**src/rtl/lii_pkg.sv**
```systemverilog
// Shared constants, types and the round-robin search helper for the LII packers.
package lii_pkg;
    localparam int LII_ID_W       = 8;
    localparam int LII_PW_DEFAULT = 256;
    localparam int LII_FIFO_DEPTH = 2;

    typedef logic [LII_ID_W-1:0] lii_id_t;

    // First requester strictly after ptr, wrapping modulo n; returns ptr when nothing requests.
    function automatic logic [1:0] rr_next(input logic [1:0] ptr, input logic [3:0] req, input int n);
        logic [1:0] g;
        int         idx;
        g = ptr;
        for (int k = n; k >= 1; k--) begin
            idx = (int'(ptr) + k) % n;
            if (req[idx[1:0]]) g = idx[1:0];
        end
        return g;
    endfunction
endpackage

```
**src/rtl/lii_out_packer_if.sv**
```systemverilog
// Kernel-side streams plus the LII physical output channel of the packer.
interface lii_out_packer_if
    import lii_pkg::*;
#(
    parameter int NOUT = 2,
    parameter int DW   = 160,
    parameter int PW   = LII_PW_DEFAULT
);
    logic [NOUT*DW-1:0] s_tdata;
    logic [NOUT-1:0]    s_tvalid;
    logic [NOUT-1:0]    s_tready;
    logic [PW-1:0]      lii_out_p0_tdata;
    logic               lii_out_p0_tvalid;
    logic               lii_out_p0_tready;
    lii_id_t            lii_out_p0_src;
    lii_id_t            lii_out_p0_dst;

    modport slave (
        input  s_tdata, s_tvalid, lii_out_p0_tready,
        output s_tready, lii_out_p0_tdata, lii_out_p0_tvalid, lii_out_p0_src, lii_out_p0_dst
    );

    modport master (
        output s_tdata, s_tvalid, lii_out_p0_tready,
        input  s_tready, lii_out_p0_tdata, lii_out_p0_tvalid, lii_out_p0_src, lii_out_p0_dst
    );
endinterface

```
**src/rtl/lii_skid_fifo2.sv**
```systemverilog
// Two-entry FIFO between the arbiter and the LII channel; also produces the kernel clock enable.
module lii_skid_fifo2
    import lii_pkg::*;
#(
    parameter int W = LII_ID_W + LII_PW_DEFAULT
) (
    input  logic         clk,
    input  logic         rst_n,
    input  logic         push,
    input  logic [W-1:0] push_data,
    input  logic         pop_ready,
    output logic [W-1:0] head_data,
    output logic         valid,
    output logic         full,
    output logic         pop,
    output logic         ce
);
    logic [W-1:0] mem [LII_FIFO_DEPTH];
    logic         rd_ptr;
    logic         wr_ptr;
    logic [1:0]   count;
    logic [1:0]   count_nxt;

    assign full      = (count == 2'(LII_FIFO_DEPTH));
    assign valid     = (count != 2'd0);
    assign pop       = valid & pop_ready;
    assign head_data = mem[rd_ptr];

    always_comb begin
        count_nxt = count;
        case ({push, pop})
            2'b10:   count_nxt = count + 2'd1;
            2'b01:   count_nxt = count - 2'd1;
            default: count_nxt = count;
        endcase
    end

    // ce comes from the next-state count so it is a clean flop output aligned with full.
    always_ff @(posedge clk or negedge rst_n) begin
        if (!rst_n) begin
            mem[0] <= '0;
            mem[1] <= '0;
            rd_ptr <= 1'b0;
            wr_ptr <= 1'b0;
            count  <= 2'd0;
            ce     <= 1'b1;
        end else begin
            if (push) begin
                mem[wr_ptr] <= push_data;
                wr_ptr      <= ~wr_ptr;
            end
            if (pop) rd_ptr <= ~rd_ptr;
            count <= count_nxt;
            ce    <= (count_nxt != 2'(LII_FIFO_DEPTH));
        end
    end
endmodule

```
**src/rtl/lii_out_packer.sv**
```systemverilog
// Round-robin packs NOUT kernel streams onto one LII output channel with src/dst tagging.
module lii_out_packer
    import lii_pkg::*;
#(
    parameter int                         NOUT    = 2,
    parameter int                         DW      = 160,
    parameter int                         PW      = LII_PW_DEFAULT,
    parameter logic [LII_ID_W-1:0]        SRC_ID  = 8'h00,
    parameter logic [NOUT*LII_ID_W-1:0]   DST_IDS = {8'h01, 8'h00}
) (
    input  logic                aclk,
    input  logic                arstn,
    lii_out_packer_if.slave     bus,
    output logic                ce,
    output logic [31:0]         beat_cnt
);
    localparam int EW = LII_ID_W + PW;

    logic [1:0]    ptr;
    logic [1:0]    gnt;
    logic [3:0]    req;
    logic          any_req;
    logic          push;
    logic          pop;
    logic          full;
    logic          fifo_valid;
    logic [DW-1:0] gnt_data;
    lii_id_t       gnt_dst;
    logic [EW-1:0] push_entry;
    logic [EW-1:0] head_entry;

    // Grant is purely a function of ptr, valids and fullness -- never of the phy ready.
    always_comb begin
        req              = '0;
        req[NOUT-1:0]    = bus.s_tvalid;
        gnt              = rr_next(ptr, req, NOUT);
        any_req          = |bus.s_tvalid;
        push             = any_req & ~full;
        bus.s_tready     = '0;
        for (int i = 0; i < NOUT; i++) bus.s_tready[i] = push && (gnt == 2'(i));
        gnt_data         = bus.s_tdata[int'(gnt)*DW +: DW];
        gnt_dst          = DST_IDS[int'(gnt)*LII_ID_W +: LII_ID_W];
        push_entry       = {gnt_dst, PW'(gnt_data)};
    end

    always_ff @(posedge aclk or negedge arstn) begin
        if (!arstn) begin
            ptr <= 2'(NOUT - 1);
        end else if (push) begin
            ptr <= gnt;
        end
    end

    always_ff @(posedge aclk or negedge arstn) begin
        if (!arstn) begin
            beat_cnt <= '0;
        end else if (pop) begin
            beat_cnt <= beat_cnt + 32'd1;
        end
    end

    lii_skid_fifo2 #(.W(EW)) u_fifo (
        .clk       (aclk),
        .rst_n     (arstn),
        .push      (push),
        .push_data (push_entry),
        .pop_ready (bus.lii_out_p0_tready),
        .head_data (head_entry),
        .valid     (fifo_valid),
        .full      (full),
        .pop       (pop),
        .ce        (ce)
    );

    assign bus.lii_out_p0_tvalid = fifo_valid;
    assign bus.lii_out_p0_tdata  = head_entry[PW-1:0];
    assign bus.lii_out_p0_dst    = head_entry[EW-1 -: LII_ID_W];
    assign bus.lii_out_p0_src    = SRC_ID;
endmodule

```
**src/flat_wrapper.sv**
```systemverilog
// flat-port wrapper written by rule: the top's interface ports become plain ports
module lii_out_packer_flat import lii_pkg::*;
#(
    parameter int                         NOUT    = 2,
    parameter int                         DW      = 160,
    parameter int                         PW      = LII_PW_DEFAULT,
    parameter logic [LII_ID_W-1:0]        SRC_ID  = 8'h00,
    parameter logic [NOUT*LII_ID_W-1:0]   DST_IDS = {8'h01, 8'h00}
)
  (aclk, arstn, ce, beat_cnt, bus_s_tdata, bus_s_tvalid, bus_lii_out_p0_tready, bus_s_tready, bus_lii_out_p0_tdata, bus_lii_out_p0_tvalid, bus_lii_out_p0_src, bus_lii_out_p0_dst);
  lii_out_packer_if #(.NOUT(NOUT), .DW(DW), .PW(PW)) bus_i ();
  input  logic aclk;
  input  logic arstn;
  output logic ce;
  output logic [31:0] beat_cnt;
  input wire logic [$bits(bus_i.s_tdata)-1:0] bus_s_tdata;
  input wire logic [$bits(bus_i.s_tvalid)-1:0] bus_s_tvalid;
  input wire logic [$bits(bus_i.lii_out_p0_tready)-1:0] bus_lii_out_p0_tready;
  output wire logic [$bits(bus_i.s_tready)-1:0] bus_s_tready;
  output wire logic [$bits(bus_i.lii_out_p0_tdata)-1:0] bus_lii_out_p0_tdata;
  output wire logic [$bits(bus_i.lii_out_p0_tvalid)-1:0] bus_lii_out_p0_tvalid;
  output wire logic [$bits(bus_i.lii_out_p0_src)-1:0] bus_lii_out_p0_src;
  output wire logic [$bits(bus_i.lii_out_p0_dst)-1:0] bus_lii_out_p0_dst;
  assign bus_i.s_tdata = bus_s_tdata;
  assign bus_i.s_tvalid = bus_s_tvalid;
  assign bus_i.lii_out_p0_tready = bus_lii_out_p0_tready;
  assign bus_s_tready = bus_i.s_tready;
  assign bus_lii_out_p0_tdata = bus_i.lii_out_p0_tdata;
  assign bus_lii_out_p0_tvalid = bus_i.lii_out_p0_tvalid;
  assign bus_lii_out_p0_src = bus_i.lii_out_p0_src;
  assign bus_lii_out_p0_dst = bus_i.lii_out_p0_dst;
  lii_out_packer #(.NOUT(NOUT), .DW(DW), .PW(PW), .SRC_ID(SRC_ID), .DST_IDS(DST_IDS)) u_core (.aclk(aclk), .arstn(arstn), .bus(bus_i), .ce(ce), .beat_cnt(beat_cnt));
endmodule
```
**config.mk**
```make
export PLATFORM = sky130hd
export DESIGN_NAME = lii_out_packer_flat
export DESIGN_NICKNAME = d
export VERILOG_FILES = /design/src/rtl/lii_pkg.sv /design/src/rtl/lii_out_packer_if.sv /design/src/rtl/lii_skid_fifo2.sv /design/src/rtl/lii_out_packer.sv /design/src/flat_wrapper.sv
export SDC_FILE = /design/constraint.sdc
export NUM_CORES = 1
export LEC_CHECK = 0
export ABC_AREA = 1
export CAP_MARGIN = 20
export CELL_PAD_IN_SITES_DETAIL_PLACEMENT = 1
export CELL_PAD_IN_SITES_GLOBAL_PLACEMENT = 2
export CORE_MARGIN = 2
export CORE_UTILIZATION = 25
export DETAILED_ROUTE_END_ITERATION = 6
export PLACE_DENSITY = 0.91
export SLEW_MARGIN = 20
export SYNTH_ARGS = -nofsm -noshare
export SYNTH_HDL_FRONTEND = slang
export SYNTH_SLANG_ARGS = --single-unit
```
**constraint.sdc**
```tcl
create_clock -name aclk -period 3.8 [get_ports aclk]
set_input_delay 0.76 -clock aclk [delete_from_list [all_inputs] [get_ports aclk]]
set_output_delay 0.76 -clock aclk [all_outputs]
set_load 0.02 [all_outputs]
```
==> results.txt <==
Setup_tns: 0 ns
LEAKAGE: 12.9 nW
Vias in the first global route: 18,168
Max_cap viols: 0
Routed vias: 17,658
Num CTS Buffers: 44
Drt wl/cell: 16.3 um
RSZ-0062 raised after global routing: false
CP Data Arrival Time: 2.73 ns
CTS Root Cell: clkbuf_16
Status: completed
TritonRoute pass-1 iters: 7
Hold WC Path Type: input pin to async pin
Crit-path cells: clkdlybuf4s50_1 -> inv_1 -> nand2_1 -> nand2_8 -> inv_6 -> nor2_1 -> clkdlybuf4s50_1
Setup repair bufs after CTS: 0
Combinational power share: 52.2%
Critical Path Fanout Max: 3
Vias per cell: 4.33
Placeable Area: 74,700 um^2
P_sw: 9.74 mW
Synth Register Bits: 361
Nets@finish: 3,405
Initial drt markers: 911
Sequential share of power: 29.0%
Critical Path Source Type: input pin
DPL Wire Length: 45,900 um
Most frequent cells in the layout: 1,530 x nand2_1, 519 x clkdlybuf4s50_1, 358 x dfrtp_1
I/O pin cnt: 633
Crit. End Element: primary output
Row count: 100
Launching point of the worst reg2reg path: u_core.ptr[0]
Worst setup path category: input pin to primary output
Slew HR: 42.4%
Post-synthesis instance area: 18,900 um^2
Design area: 26,000 um^2
CTS tree: yes
Max VDD drop: 0.589 mV
Clock-pin slew on the worst setup and hold paths: 0.05 ns
Final worst-path cycle share: 91.9%
Insertion delay to the later sink of the worst-skew pair: 0.56 ns
Worst-Margin Slew: 0.864 ns
Internal Power: 12.4 mW
Clk buf depth: 3
First-pass GRT wire length: 103,000 um
Slowest CP cell: clkdlybuf4s50_1
Post-cts hold buffer count: 0
Buffers on Ports: 521
Clock power share: 18.8%
H-tree lvl count: 2
Num Clock Sinks: 361
Max Clk Rate: 286 MHz
Starting Density: 25.3%
CP max stage delay: 0.72 ns
Cts repair resizes: 0
Final ANT Viol Nets: 0
Max Slew Vio Count: 0
Final min period: 3.49 ns
WL final: 66,400 um
Critical Path RT: 3.04 ns
Layout cells sized above 1: 3.93%
R2R Setup Slk: 1.59 ns
Most frequent CP cell: clkdlybuf4s50_1
Gr ovfl total: 0
Mean post-synth cell area: 7.19 um^2
DP Area: 24,600 um^2
Final-report hold violation count: 0
PwrDens: 852 nW/um^2
Area growth, synth to finish: 37.5%
Register area share after synthesis: 47.7%
DIE WIDTH: 279 um
Final setup fails: 0
Gpl congestion: 0.758
Die footprint: 77,900 um^2
Vert. Die Dim: 279 um
Commonest non-fill, non-tap cell in the layout: nand2_1
Pin count of the biggest net entering global routing: 162
Post-Place Cells: 4,001
Cells on worst reg2reg path: 9
Cell Count, Final, Fillers Out: 4,074
Yosys cell types: 27
Initial antenna violation count: 4
Sw frac: 43.9%
Yosys warnings: 0
Reg2Reg Capture Point: u_core.u_fifo.mem[1]
Syn Inst Count: 2,632
Post-route DRC violation count: 0
Hold WS: 0.222 ns
Final clock skew: 0.0198 ns
GRT Total Usage: 16.7%
==> worst max-delay path: cells and delay by family <==
family | cells | cell delay, ns
buf+inv | 4 | 1.38
simple gates | 3 | 0.58
==> metrics by stage <==
| stage | setup WS, ns | power [mW] | util [%] |
|---|---|---|---|
| global route | 0.198 | 24.0 | 34.8 |
| CTS | 0.270 | 22.6 | 34.8 |
| finish | 0.306 | 22.2 | 34.8 |
| floorplan | 1.53 | 13.4 | - |
| detailed placement | 0.282 | 18.3 | 33.0 |
| global placement | 0.265 | 18.1 | 33.0 |
==> layout make-up <==
type / count / area, um^2
sequential: 361 / 9040
tap: 969 / 1210
clock inverter: 8 / 119
timing repair buffer: 559 / 5740
clock buffer: 63 / 1280
fill: 9219 / 48700
antenna: 2 / 5.00
multi-input combinational: 2076 / 8480
inverter: 36 / 145
==> state kept, by name, summed over array words and instances, names as in the netlist <==
register / count
u_core.u_fifo.count: 2
u_core.beat_cnt: 32
u_core.u_fifo.rd_ptr: 1
u_core.ptr: 2
u_core.u_fifo.wr_ptr: 1
u_core.u_fifo.mem: 322
u_core.u_fifo.ce: 1
==> per-layer routing <==
layer  GRT usage (%)  vias up  share of wire [%]
li1                -     8820                  -
met1            20.6     8397                 43
met2            29.8      354                 50
met3            2.90       83                4.8
met4            4.40        4                2.1
met5               0        -              0.041
==> cells in the mapped netlist <==
cell type  instances  area [um^2]
a21oi_1            2         10.0
inv_1             33          124
o21ai_1          100          500
nor2_1            49          184
clkbuf_1          80          300
nand3b_1           6         45.0
dfstp_2            2         52.6
clkbuf_2           1         5.00
nand3_1           20          100
buf_1              9         33.8
conb_1             1         3.75
buf_2             26          130
dfrtp_1          359         8980
or2_1              1         6.26
or2_2              1         6.26
nand2_2            2         12.5
nand4_1            6         37.5
xor2_1            14          123
buf_4            122          916
inv_2              3         11.3
o21ai_2            8         70.1
o22ai_4            1         20.0
buf_6             31          349
o21ai_0          215         1080
nand2_1         1531         5750
xnor2_1            7         61.3
ha_1               2         25.0
==> power groups by stage <==
stage	Combinational, mW	Clock, mW	Sequential, mW
2_1_floorplan	7.09	0	6.28
3_3_place_gp	11.7	0	6.40
3_5_place_dp	11.8	0	6.48
4_1_cts	11.9	4.31	6.43
5_1_grt	12.9	4.46	6.64
6_report	11.6	4.16	6.43
==> worst max path at each step <==
stage	start	endpoint	slack, ns	cells after the start
after CTS	bus_s_tvalid[0]	bus_s_tready[1]	0.27	7
after floorplan	bus_s_tvalid[0]	bus_s_tready[1]	1.53	6
after global placement	bus_s_tvalid[0]	bus_s_tready[1]	0.27	7
after detailed placement	bus_s_tvalid[0]	bus_s_tready[1]	0.28	7
after global routing	bus_s_tvalid[0]	bus_s_tready[1]	0.20	7
final	bus_s_tvalid[0]	bus_s_tready[1]	0.31	7
==> cells by family (layout without fill, tap and decap cells) <==
group | Yosys count | after routing | share of synthesized area [%]
simple gates | 1616 | 1616 | 32.4
other cells | 1 | 113 | 0.0198
flops | 361 | 361 | 47.7
xor+xnor | 21 | 21 | 0.971
buf+inv | 305 | 666 | 9.87
compound gates | 326 | 326 | 8.86
fa+ha+maj | 2 | 2 | 0.132
(Power assumes the default switching activity.)
